[config.mk]
export PLATFORM = sky130hd
export DESIGN_NAME = hex_refresh_ctrl
export DESIGN_NICKNAME = d
export VERILOG_FILES = /design/src/rtl/hex_refresh_ctrl.sv
export SDC_FILE = /design/constraint.sdc
export NUM_CORES = 1
export LEC_CHECK = 0
export BUFFER_PORTS_ARGS = -buffer_cell sky130_fd_sc_hd__buf_2
export CELL_PAD_IN_SITES_DETAIL_PLACEMENT = 0
export CELL_PAD_IN_SITES_GLOBAL_PLACEMENT = 1
export CORE_UTILIZATION = 30
export DETAILED_ROUTE_END_ITERATION = 10
export GPL_TIMING_DRIVEN = 0
export PLACE_DENSITY = 0.55
export SLEW_MARGIN = 20
export SYNTH_ARGS = -nofsm -noshare
export SYNTH_HDL_FRONTEND = slang
export SYNTH_SLANG_ARGS = --single-unit
[constraint.sdc]
create_clock -name clk -period 2.5 [get_ports clk]
set_clock_uncertainty 0.2 [all_clocks]
set_input_delay 0.375 -clock clk [delete_from_list [all_inputs] [get_ports clk]]
set_output_delay 0.375 -clock clk [all_outputs]
set_load 0.03 [all_outputs]
[src/rtl/hex_refresh_ctrl.sv]
// Nibble store and refresh sequencer for active-low 7-seg displays sharing one external decoder.
// Optional blink gating is compiled in with HEX_BLINK_EN.
module hex_refresh_ctrl #(
   parameter int NUM_DIGITS = 6,
   parameter int BLINK_DIV  = 25_000_000
) (
   input  logic                    clk,
   input  logic                    rst,
   input  logic                    wr_valid,
   output logic                    wr_ready,
   input  logic [7:0]              wr_byte,
   input  logic                    clr,
   input  logic [NUM_DIGITS-1:0]   blank_mask,
   output logic [3:0]              dec_nibble,
   input  logic [6:0]              dec_seg,
`ifdef HEX_BLINK_EN
   input  logic [NUM_DIGITS-1:0]   blink_mask,
`endif
   output logic [7*NUM_DIGITS-1:0] hex_out
);

   localparam int IW = $clog2(NUM_DIGITS);
   localparam logic [IW-1:0] LAST_IDX = IW'(NUM_DIGITS - 1);

   if ((NUM_DIGITS % 2) != 0 || NUM_DIGITS < 2 || BLINK_DIV < 1) begin : g_param_check
      $error("hex_refresh_ctrl: NUM_DIGITS must be even and >=2, BLINK_DIV >=1");
   end

   typedef enum logic [1:0] {S_IDLE, S_LOAD, S_LATCH} state_t;

   state_t                r_state;
   state_t                w_next;
   logic [IW-1:0]         r_idx;
   logic [3:0]            r_digit [NUM_DIGITS];
   logic [6:0]            r_seg   [NUM_DIGITS];
   logic [NUM_DIGITS-1:0] r_blank;
   logic [3:0]            r_nibble;
   logic                  w_accept;
   logic                  w_blank_chg;

   assign w_accept    = wr_valid && wr_ready;
   assign w_blank_chg = (blank_mask != r_blank);
   assign dec_nibble  = r_nibble;

   always_ff @(posedge clk) begin
      if (rst) r_state <= S_LOAD;
      else     r_state <= w_next;
   end

   always_comb begin
      w_next = r_state;
      if (clr) begin
         w_next = S_LOAD;
      end else begin
         case (r_state)
            S_IDLE:  if (w_accept || w_blank_chg) w_next = S_LOAD;
            S_LOAD:  w_next = S_LATCH;
            S_LATCH: w_next = (r_idx == LAST_IDX) ? S_IDLE : S_LOAD;
            default: w_next = S_LOAD;
         endcase
      end
   end

   // rst gates ready so no byte is consumed while the block is being reset
   always_comb begin
      wr_ready = (r_state == S_IDLE) && !clr && !rst;
   end

   always_ff @(posedge clk) begin
      if (rst) begin
         r_idx    <= '0;
         r_blank  <= '0;
         r_nibble <= '0;
         for (int unsigned k = 0; k < NUM_DIGITS; k++) begin
            r_digit[k] <= '0;
            r_seg[k]   <= '1;
         end
      end else if (clr) begin
         r_idx <= '0;
         for (int unsigned k = 0; k < NUM_DIGITS; k++) r_digit[k] <= '0;
      end else begin
         case (r_state)
            S_IDLE: begin
               r_idx <= '0;
               if (w_accept) begin
                  for (int unsigned k = 2; k < NUM_DIGITS; k++) r_digit[k] <= r_digit[k-2];
                  r_digit[1] <= wr_byte[7:4];
                  r_digit[0] <= wr_byte[3:0];
               end
            end
            S_LOAD: r_nibble <= r_digit[r_idx];
            S_LATCH: begin
               r_seg[r_idx] <= blank_mask[r_idx] ? 7'h7F : dec_seg;
               r_blank      <= blank_mask;
               if (r_idx != LAST_IDX) r_idx <= r_idx + 1'b1;
            end
            default: r_idx <= '0;
         endcase
      end
   end

`ifdef HEX_BLINK_EN
   logic [31:0] r_blink_cnt;
   logic        r_phase_on;

   always_ff @(posedge clk) begin
      if (rst) begin
         r_blink_cnt <= '0;
         r_phase_on  <= 1'b1;
      end else if (r_blink_cnt == 32'(BLINK_DIV - 1)) begin
         r_blink_cnt <= '0;
         r_phase_on  <= ~r_phase_on;
      end else begin
         r_blink_cnt <= r_blink_cnt + 32'd1;
      end
   end
`endif

   always_comb begin
      hex_out = '1;
      for (int unsigned k = 0; k < NUM_DIGITS; k++) begin
         hex_out[7*k +: 7] = r_seg[k];
`ifdef HEX_BLINK_EN
         if (!r_phase_on && blink_mask[k]) hex_out[7*k +: 7] = 7'h7F;
`endif
      end
   end

endmodule

==> summary.txt, run 1 <==
Outcome
  • Outcome: complete, no violations

Logic synthesis
  • Distinct cell type count after synthesis: 38
  • Net Count, Synth: 297
  • Average cell area after synthesis: 13.2 um2
  • Mapped cell area: 3550 um2
  • Seq/Total Area, Yosys: 0.642
  • Main area contributors after synthesis: edfxtp_1, dfxtp_1, and3_1
  • Share of flip-flops with an asynchronous set or reset: 0
  • Syn Inst Count: 270
  • Post-synth EDFFs: 66
  • Yosys reg bits: 81
  • Synth top area share: 0.558
  • Top_reg_cell synth: edfxtp_1
  • Yosys warnings: 0
  • Synth area leader: edfxtp_1

Power
  • Leakage power: 1.50 nW
  • Power per cell area: 674 nW/um2
  • Worst IR drop on VDD: 308 uV

Die
  • Std cell rows: 39
  • Core Area: 11500 um2
  • Die Area: 12300 um2
  • Die height: 111 um
  • Die X: 111 um
  • Initial Utilization: 0.310
  • Io pins: 72

Global routing
  • Initial antenna violation count: 0
  • Met1 GRT Util: 0.181
  • Vias in the first global route: 2368
  • Largest net degree at the start of global routing: 21
  • GRT Total Usage: 0.138
  • Met2 Usage GRT: 0.222
  • Gr busiest metal: met2
  • Met3 GRT Util: 0.0317
  • First-pass GRT wire length: 12900 um
  • Remaining Overflow, GRT: 0

Clocking
  • Clock sinks: 81
  • Clk pin slew, worst setup/hold paths: 60 ps
  • # hold bufs at CTS: 0
  • Clock root buffer master: clkbuf_16
  • CTS Buf Count: 9
  • Max Buffers Root-to-Sink: 2
  • Clock Latency Late Sink: 340 ps
  • H-tree depth: 3
  • Post CTS Setup Buffer Count: 0
  • CTS tree: done

Place
  • HPWL Detailed: 5890 um
  • Port Buf Inserts: 71
  • Placed cells: 484
  • Routability cong.: 0.737

Detailed routing
  • Via count: 2351
  • DR iter-0 viols: 75
  • Drt first pass iters: 4
  • Routed Wire Length: 8050 um
  • ANT nets after route: 0
  • # DRC: 0
  • Via-per-instance ratio: 4.70
  • DR WL/cell: 16.1 um

Layout
  • P&R area growth vs syn: 24.1%
  • Finished Layout Cells: 500
  • Fillers: 1112
  • Sequential cell area: 2280 um2
  • Post-layout net count: 379
  • Fraction of layout cells with a size suffix above 1: 0.350
  • Ant diodes: 0
  • Multi-input gate area: 1190 um2

Timing
  • Setup TNS: 0 ps
  • Max-slew headroom at the worst pin: 0.523
  • Achievable Freq: 449 MHz
  • Final Hold Viols: 0
  • Post-layout min period: 2230 ps
  • Slew @ Worst Pin: 712 ps
  • RSZ-0062 raised after global routing: false
  • Period utilisation layout: 0.891
  • Setup violations, final: 0
  • Max-slew violations: 0

Worst setup path
  • CP required: 1920 ps
  • Kind of critical path: in2out
  • Worst setup SP type: input port
  • Critical path fanouts, max: 10
  • Setup crit end kind: output pin
  • Critical Path AT: 1650 ps

Flow run
  • Max-Cap Viols: 0

Worst hold path
  • Hold WC Path Type: in2reg
==> cell type report <==
class / count / share of cell area
Buffer: 16 / 0.0196
Sequential cell: 81 / 0.517
Clock inverter: 7 / 0.0173
Timing Repair Buffer: 71 / 0.0805
Multi-Input combinational cell: 168 / 0.270
Tap cell: 143 / 0.0405
Inverter: 5 / 0.00425
Clock buffer: 9 / 0.0510
==> cell usage after synthesis (7+ instances only) <==
master    count
edfxtp_1     66
and3_1       24
nand2_1      16
nand2b_1     16
or3_1        16
dfxtp_1      15
mux2i_1      15
a21oi_1      14
o21ai_0      13
or3_2        12
clkbuf_1      7
==> timing repair <==
| action | CTS | global route |
|---|---|---|
| gates resized for setup | 4 | 5 |
| endpoints found under the setup margin | 28 | 48 |
| gates cloned | 0 | 0 |
==> layer usage <==
layer	vias up	share of wire
li1	1173	-
met1	1086	0.46
met2	81	0.47
met3	11	0.054
met4	0	0.017
met5	-	0
==> final timing paths <==
check	startpoint	end	slack (ps)	cells after the start
worst max-delay path	rst	wr_ready	270	5
worst min-delay path	blank_mask[5]	r_blank[5]$_SDFFE_PP0P_	120	3
worst max register to register	r_state[0]$_SDFFE_PP1P_	r_seg[5][1]$_DFFE_PP_	330	4
worst min register to register	dec_nibble[3]$_SDFFE_PP0P_	dec_nibble[3]$_SDFFE_PP0P_	280	1
==> where the power goes <==
part           leakage [nW]  switching, mW  internal [mW]
Combinational         0.680         0.0955         0.0463
Sequential            0.676         0.0137           1.48
Clock                 0.145          0.559          0.785
Total                  1.50          0.668           2.31
==> critical path: stages <==
cell and delay [ps]:
buf_2 130, or2_2 350, nor3_4 280, buf_2 280, buf_2 230
==> sequential cells by signal, indices dropped and copies added, names as in the netlist <==
| signal | cells |
|---|---|
| r_state | 2 |
| dec_nibble | 4 |
| r_idx | 3 |
| r_seg | 42 |
| r_digit | 24 |
| r_blank | 6 |
==> cell usage in the layout (no fill, tap or decap), drive strengths merged <==
cell,n
or3,28
o21ai,13
clkbuf,16
nor2b,1
edfxtp,66
clkinvlp,1
a22oi,5
bufinv,1
dfxtp,15
mux4,1
inv,9
nor3,1
nor4,2
nand3,1
nor3b,1
buf,80
nor2,6
nor4b,2
and2b,2
nand2b,16
a21oi,15
xor2,6
a41o,1
clkinv,1
o211ai,1
ha,2
mux2i,15
or2,1
a22o,4
or2b,1
and3,24
o31ai,1
nand2,18
==> kinds of logic after synthesis <==
kind of cell | count (synthesis) | synth area share
flip-flops | 81 | 0.642
multiplexers | 16 | 0.0486
adder cells (fa/ha/maj) | 2 | 0.00704
AND/OR/NAND/NOR | 104 | 0.190
buffers and inverters | 21 | 0.0296
AO/OA/AOI/OAI | 40 | 0.0679
XOR/XNOR | 6 | 0.0148
==> metrics by stage <==
stage / utilization / area, um2 / hold WS, ps / setup slack (ps) / power (mW)
after floorplan: - / 3550 / 265 / 174 / 1.59
after global placement: 0.357 / 4090 / 266 / -318 / 1.66
after detailed placement: 0.357 / 4090 / 273 / -321 / 1.66
after CTS: 0.383 / 4400 / 112 / 60.8 / 3.02
after global routing: 0.385 / 4410 / 116 / 179 / 3.08
final: 0.385 / 4410 / 116 / 272 / 2.98
Note: power is estimated with default switching activity, not from simulation.
==> run 2, diff against run 1 <==
--- a/config.mk
+++ b/config.mk
@@ -12,6 +12,7 @@
 export DETAILED_ROUTE_END_ITERATION = 10
 export GPL_TIMING_DRIVEN = 0
 export PLACE_DENSITY = 0.55
+export RECOVER_POWER = 50
 export SLEW_MARGIN = 20
 export SYNTH_ARGS = -nofsm -noshare
 export SYNTH_HDL_FRONTEND = slang
==> run 2 against run 1 <==
  * Final cell count unchanged
  * First-iteration DRC count up 2.7%
  * Power shrank 0.15%
  * Highest routed layer unchanged
  * Combinational power about the same
  * Register-to-register slack worse by 70 ps
  * Global-route usage is the same
  * Critical path type unchanged
  * Critical endpoint unchanged
  * Non-clock buffer count unchanged
  * Setup slack lost 17 ps
  * Largest power group unchanged
  * Core utilization decreased by 0.62 points
  * Routed wire length rose by 1.2%
  * Die area stayed put
==> summary.txt, run 2 (synthesized netlist as in run 1, its figures left out) <==
Die
  • Die height: 111 um
  • Die X: 111 um
  • Io pins: 72
  • Die Area: 12300 um2
  • Std cell rows: 39
  • Core Area: 11500 um2
  • Initial Utilization: 0.310

Timing
  • Slew @ Worst Pin: 717 ps
  • Max-slew headroom at the worst pin: 0.519
  • Achievable Freq: 445 MHz
  • RSZ-0062 raised after global routing: false
  • Setup violations, final: 0
  • Max-slew violations: 0
  • Post-layout min period: 2250 ps
  • Period utilisation layout: 0.898
  • Final Hold Viols: 0

Place
  • HPWL Detailed: 5890 um
  • Port Buf Inserts: 71
  • Routability cong.: 0.737
  • Placed cells: 484

Layout
  • Top reg by flops: r_seg
  • Post-layout net count: 379
  • Fraction of layout cells with a size suffix above 1: 0.210
  • Max reg flops: 42
  • Commonest non-fill, non-tap cell in the layout: edfxtp_1
  • Top Registers: r_seg (42), r_digit (24), r_blank (6)
  • Commonest non-fill, non-tap cells in the layout: edfxtp_1, clkbuf_1, buf_2
  • P&R area growth vs syn: 22.1%
  • Finished Layout Cells: 500
  • Ant diodes: 0

Flow run
  • Max-Cap Viols: 0

Detailed routing
  • DR WL/cell: 16.3 um
  • Via-per-instance ratio: 4.69
  • DR iter-0 viols: 77
  • Routed Wire Length: 8150 um
  • Via count: 2344
  • Drt first pass iters: 4
  • ANT nets after route: 0
  • # DRC: 0

Worst hold path
  • Hold path depth: 3
  • Hold_sp: blank_mask[2]
  • Hold WC Path Type: in2reg
  • Worst hold path endpoint: r_blank[2]$_SDFFE_PP0P_

Power
  • Power per cell area: 684 nW/um2
  • Switching portion of total power: 0.224
  • Power Internal: 2.31 mW
  • Combinational share of power: 0.047
  • Worst IR drop on VDD: 308 uV
  • Flop pwr share: 0.502
  • Clock share of power: 0.451
  • Total power: 2.97 mW
  • Leakage power: 1.42 nW
  • Switch Pwr: 0.665 mW

Clocking
  • Clk pin slew, worst setup/hold paths: 60 ps
  • Clock root buffer master: clkbuf_16
  • Clock sinks: 81
  • CTS tree: done
  • H-tree depth: 3
  • Post CTS Setup Buffer Count: 0
  • CTS Buf Count: 9
  • Clock Latency Late Sink: 340 ps
  • Max Buffers Root-to-Sink: 2

Worst setup path
  • Reg-to-reg startpoint: r_state[0]$_SDFFE_PP1P_
  • Worst Reg-to-Reg Cells: 4
  • CP required: 1920 ps
  • Setup crit end kind: output pin
  • Kind of critical path: in2out
  • R2R Setup Slk: 260 ps
  • R2R Path End: r_seg[5][1]$_DFFE_PP_
  • Critical path fanouts, max: 10
  • Critical Path AT: 1670 ps
  • Worst setup SP type: input port

Global routing
  • GRT Total Usage: 0.138
  • Vias in the first global route: 2368
  • Largest net degree at the start of global routing: 21
  • Initial antenna violation count: 0
  • First-pass GRT wire length: 12900 um
  • Remaining Overflow, GRT: 0

Outcome
  • Outcome: complete, no violations
-- run 2: cell count changes in the layout (fill, tap and decap cells not counted) --
cell,previous run,this run
nor4_2,0,1
buf_2,77,27
clkbuf_1,7,57
nor4_4,1,0
-- run 2: layer usage --
metal	GRT usage	wire length (um)	share of wire	up-vias
met3	0.0317	386	0.047	11
met1	0.181	3830	0.47	1097
met5	0	0	0	-
met4	0.0533	137	0.017	0
met2	0.222	3800	0.47	64
li1	-	-	-	1172
-- run 2: final cells by class --
cell class              instances  area (um2)
fillers                      1143        7130
flip-flops and latches         81        2280
multi-input cells             168        1180
repair buffers                 71         297
clock buffers                   9         225
well taps                     143         179
plain buffers                  16        82.6
clock inverters                 7        76.3
inverters                       5        18.8
-- run 2: critical path: stages --
cell and delay [ps]:
clkbuf_1 130, or2_2 370, nor3_4 280, buf_2 280
buf_2 230
-- run 2: power by group through the flow --
stage | clock [mW] | sequential [mW] | combinational (mW)
after global placement | 0 | 1.52 | 0.142
after global routing | 1.43 | 1.49 | 0.155
after floorplan | 0 | 1.52 | 0.0694
after CTS | 1.38 | 1.49 | 0.144
after detailed placement | 0 | 1.52 | 0.143
final | 1.34 | 1.49 | 0.140
-- run 2: worst max path at each step --
| stage | from | to | slack, ps | cells past startpoint |
|---|---|---|---|---|
| after detailed placement | clr | r_seg[0][6]$_SDFFCE_PN1P_ | -320 | 6 |
| after global placement | rst | r_seg[4][5]$_SDFFCE_PN1P_ | -320 | 5 |
| final | rst | wr_ready | 250 | 5 |
| after CTS | rst | r_digit[4][0]$_SDFFCE_PN0P_ | 60 | 6 |
| after global routing | r_state[0]$_SDFFE_PP1P_ | r_seg[5][1]$_DFFE_PP_ | 100 | 4 |
| after floorplan | rst | r_digit[0][0]$_SDFFCE_PN0P_ | 170 | 5 |
-- run 2: repair_timing --
item                                    4_1_cts  5_1_grt
endpoints found under the setup margin       28       48
hold buffers                                  0        0
cloned                                        0        0
gates resized for setup                       4        5
-- run 2: metrics by stage --
step / hold WS (ps) / TNS, ps / util / cell area, um2 / setup slack (ps)
after CTS: 112 / 0 / 0.383 / 4400 / 60.8
after floorplan: 265 / 0 / - / 3550 / 174
after global placement: 266 / -15160 / 0.357 / 4090 / -318
final: 116 / 0 / 0.379 / 4340 / 255
after global routing: 116 / 0 / 0.379 / 4340 / 101
after detailed placement: 273 / -13640 / 0.357 / 4090 / -321
==> run 3, diff against run 2 <==
--- a/config.mk
+++ b/config.mk
@@ -6,14 +6,14 @@
 export NUM_CORES = 1
 export LEC_CHECK = 0
 export BUFFER_PORTS_ARGS = -buffer_cell sky130_fd_sc_hd__buf_2
-export CELL_PAD_IN_SITES_DETAIL_PLACEMENT = 0
+export CELL_PAD_IN_SITES_DETAIL_PLACEMENT = 1
 export CELL_PAD_IN_SITES_GLOBAL_PLACEMENT = 1
 export CORE_UTILIZATION = 30
 export DETAILED_ROUTE_END_ITERATION = 10
 export GPL_TIMING_DRIVEN = 0
-export PLACE_DENSITY = 0.55
+export PLACE_DENSITY = 0.61
 export RECOVER_POWER = 50
-export SLEW_MARGIN = 20
+export SLEW_MARGIN = 25
 export SYNTH_ARGS = -nofsm -noshare
 export SYNTH_HDL_FRONTEND = slang
 export SYNTH_SLANG_ARGS = --single-unit
==> run 3 against run 2 <==
  * Fmax decreased by 4.7%
  * Final cell count decreased by 0.20%
  * First-iteration DRC count decreased by 9.1%
  * Critical path depth unchanged
  * Design area about the same
  * Sequential cell count unchanged
  * Combinational power about the same
  * Routed wire length increased by 4.8%
  * Via count increased by 2.6%
  * Worst hold slack improved by 6.8 ps
  * Non-clock buffer count unchanged
  * Sequential power about the same
==> summary.txt, run 3 (synthesized netlist as in run 1, its figures left out) <==
Detailed routing
  • Drt first pass iters: 4
  • # DRC: 0
  • Via count: 2406
  • Via-per-instance ratio: 4.82
  • DR iter-0 viols: 70
  • ANT nets after route: 0
  • Routed Wire Length: 8540 um
  • DR WL/cell: 17.1 um

Die
  • Core Area: 11500 um2
  • Std cell rows: 39
  • Die X: 111 um
  • Initial Utilization: 0.310
  • Die height: 111 um
  • Die Area: 12300 um2
  • Io pins: 72

Worst setup path
  • CP required: 2260 ps
  • Critical Path AT: 2120 ps
  • Kind of critical path: reg2reg
  • Setup crit end kind: flip-flop
  • CP max-delay cell: o21ai_1
  • CP max stage delay: 530 ps
  • Critical path fanouts, max: 10
  • CP Buf/Inv Count: 2
  • Critical path cell sequence: clkbuf_1 > nor2_1 > nand2_4 > buf_6 > o21ai_1
  • Top delay family on crit path: simple AND/OR/NAND/NOR gates
  • Worst setup SP type: flip-flop

Layout
  • Commonest non-fill, non-tap cell in the layout: edfxtp_1
  • Finished Layout Cells: 499
  • Top Registers: r_seg (42), r_digit (24), r_blank (6)
  • Max reg flops: 42
  • Top reg by flops: r_seg
  • P&R area growth vs syn: 22.2%
  • Fraction of layout cells with a size suffix above 1: 0.199
  • Commonest non-fill, non-tap cells in the layout: edfxtp_1, clkbuf_1, buf_2
  • Fillers: 1270
  • Ant diodes: 0
  • Final Util: 0.379
  • Post-layout net count: 379

Global routing
  • Remaining Overflow, GRT: 0
  • First-pass GRT wire length: 13900 um
  • Initial antenna violation count: 0
  • GRT Total Usage: 0.148
  • Largest net degree at the start of global routing: 21
  • Vias in the first global route: 2499

Power
  • Switch Pwr: 0.613 mW
  • Leakage power: 1.42 nW
  • Worst IR drop on VDD: 294 uV
  • Power per cell area: 691 nW/um2
  • Flop pwr share: 0.498
  • Clock share of power: 0.456
  • Switching portion of total power: 0.204
  • Power Internal: 2.39 mW
  • Combinational share of power: 0.047

Clocking
  • # hold bufs at CTS: 0
  • CTS tree: done
  • Max Buffers Root-to-Sink: 2
  • # resized after CTS: 4
  • Clock root buffer master: clkbuf_16
  • H-tree depth: 3
  • Clock Latency Late Sink: 330 ps
  • Clock sinks: 81
  • Post CTS Setup Buffer Count: 0
  • Clk pin slew, worst setup/hold paths: 60 ps
  • CTS Buf Count: 9

Timing
  • Setup TNS: 0 ps
  • Post-layout min period: 2360 ps
  • Final Hold Viols: 0
  • Hold WS: 123 ps
  • Achievable Freq: 424 MHz
  • RSZ-0062 raised after global routing: false
  • Max-slew violations: 0
  • Slew @ Worst Pin: 751 ps
  • Period utilisation layout: 0.942
  • Setup violations, final: 0
  • Max-slew headroom at the worst pin: 0.500

Place
  • Routability cong.: 0.742
  • HPWL Detailed: 6210 um
  • Placed cells: 484
  • Port Buf Inserts: 71

Outcome
  • Outcome: complete, no violations

Flow run
  • Max-Cap Viols: 0

Worst hold path
  • Hold WC Path Type: in2reg
[run 3: cell types whose count changed in the layout (fill, tap and decap cells not counted)]
cell,delta
nor2_1,+1
o21ai_1,+1
inv_6,-4
nor2_2,-1
clkinv_4,+1
clkinv_1,+1
bufinv_16,+1
o21ai_2,-1
[run 3: final cells by class]
cell class / instances / area, um2 / area share
inverter: 5 / 18.8 / 0.00432
clock buffer: 9 / 225 / 0.0519
clock inverter: 6 / 83.8 / 0.0193
sequential: 81 / 2280 / 0.525
multi-input combinational: 168 / 1170 / 0.271
buffer: 16 / 82.6 / 0.0190
tap: 143 / 179 / 0.0412
timing repair buffer: 71 / 297 / 0.0683
[run 3: worst register-to-register path: cells and delay by family (launching register included)]
| kind | cells | cell delay [ps] |
|---|---|---|
| AOI/OAI and AO/OA | 1 | 530 |
| buffers and inverters | 2 | 390 |
| DFF | 1 | 300 |
| and+or+nand+nor | 2 | 570 |
[run 3: routing by layer]
| metal | wire length [um] | part of all wire | track usage | vias to the layer above |
|---|---|---|---|---|
| met5 | 0 | 0 | 0 | - |
| met4 | 155 | 0.018 | 0.0524 | 0 |
| li1 | - | - | - | 1172 |
| met3 | 504 | 0.059 | 0.0459 | 12 |
| met2 | 4080 | 0.48 | 0.244 | 74 |
| met1 | 3800 | 0.44 | 0.184 | 1148 |
[run 3: power by group through the flow]
| stage | clock (mW) | sequential [mW] | combinational [mW] |
|---|---|---|---|
| CTS | 1.40 | 1.49 | 0.145 |
| finish | 1.37 | 1.49 | 0.140 |
| detailed placement | 0 | 1.52 | 0.144 |
| floorplan | 0 | 1.52 | 0.0694 |
| global placement | 0 | 1.52 | 0.140 |
| global route | 1.46 | 1.50 | 0.156 |
[run 3: worst paths after layout]
path / from / end / slack (ps) / cells past startpoint
min: blank_mask[5] / r_blank[5]$_SDFFE_PP0P_ / 120 / 3
max: r_idx[2]$_SDFFE_PP0P_ / r_seg[0][3]$_SDFFCE_PN1P_ / 140 / 5
min reg2reg: dec_nibble[3]$_SDFFE_PP0P_ / dec_nibble[3]$_SDFFE_PP0P_ / 280 / 1
max reg2reg: r_idx[2]$_SDFFE_PP0P_ / r_seg[0][3]$_SDFFCE_PN1P_ / 140 / 5
[run 3: through the flow]
step                      power, mW  instance area, um2  setup slack (ps)
final                          3.00                4340               144
after detailed placement       1.67                4090              -307
after floorplan                1.59                3550               174
after global placement         1.66                4090              -256
after global routing           3.11                4340              5.37
after CTS                      3.04                4400              50.0
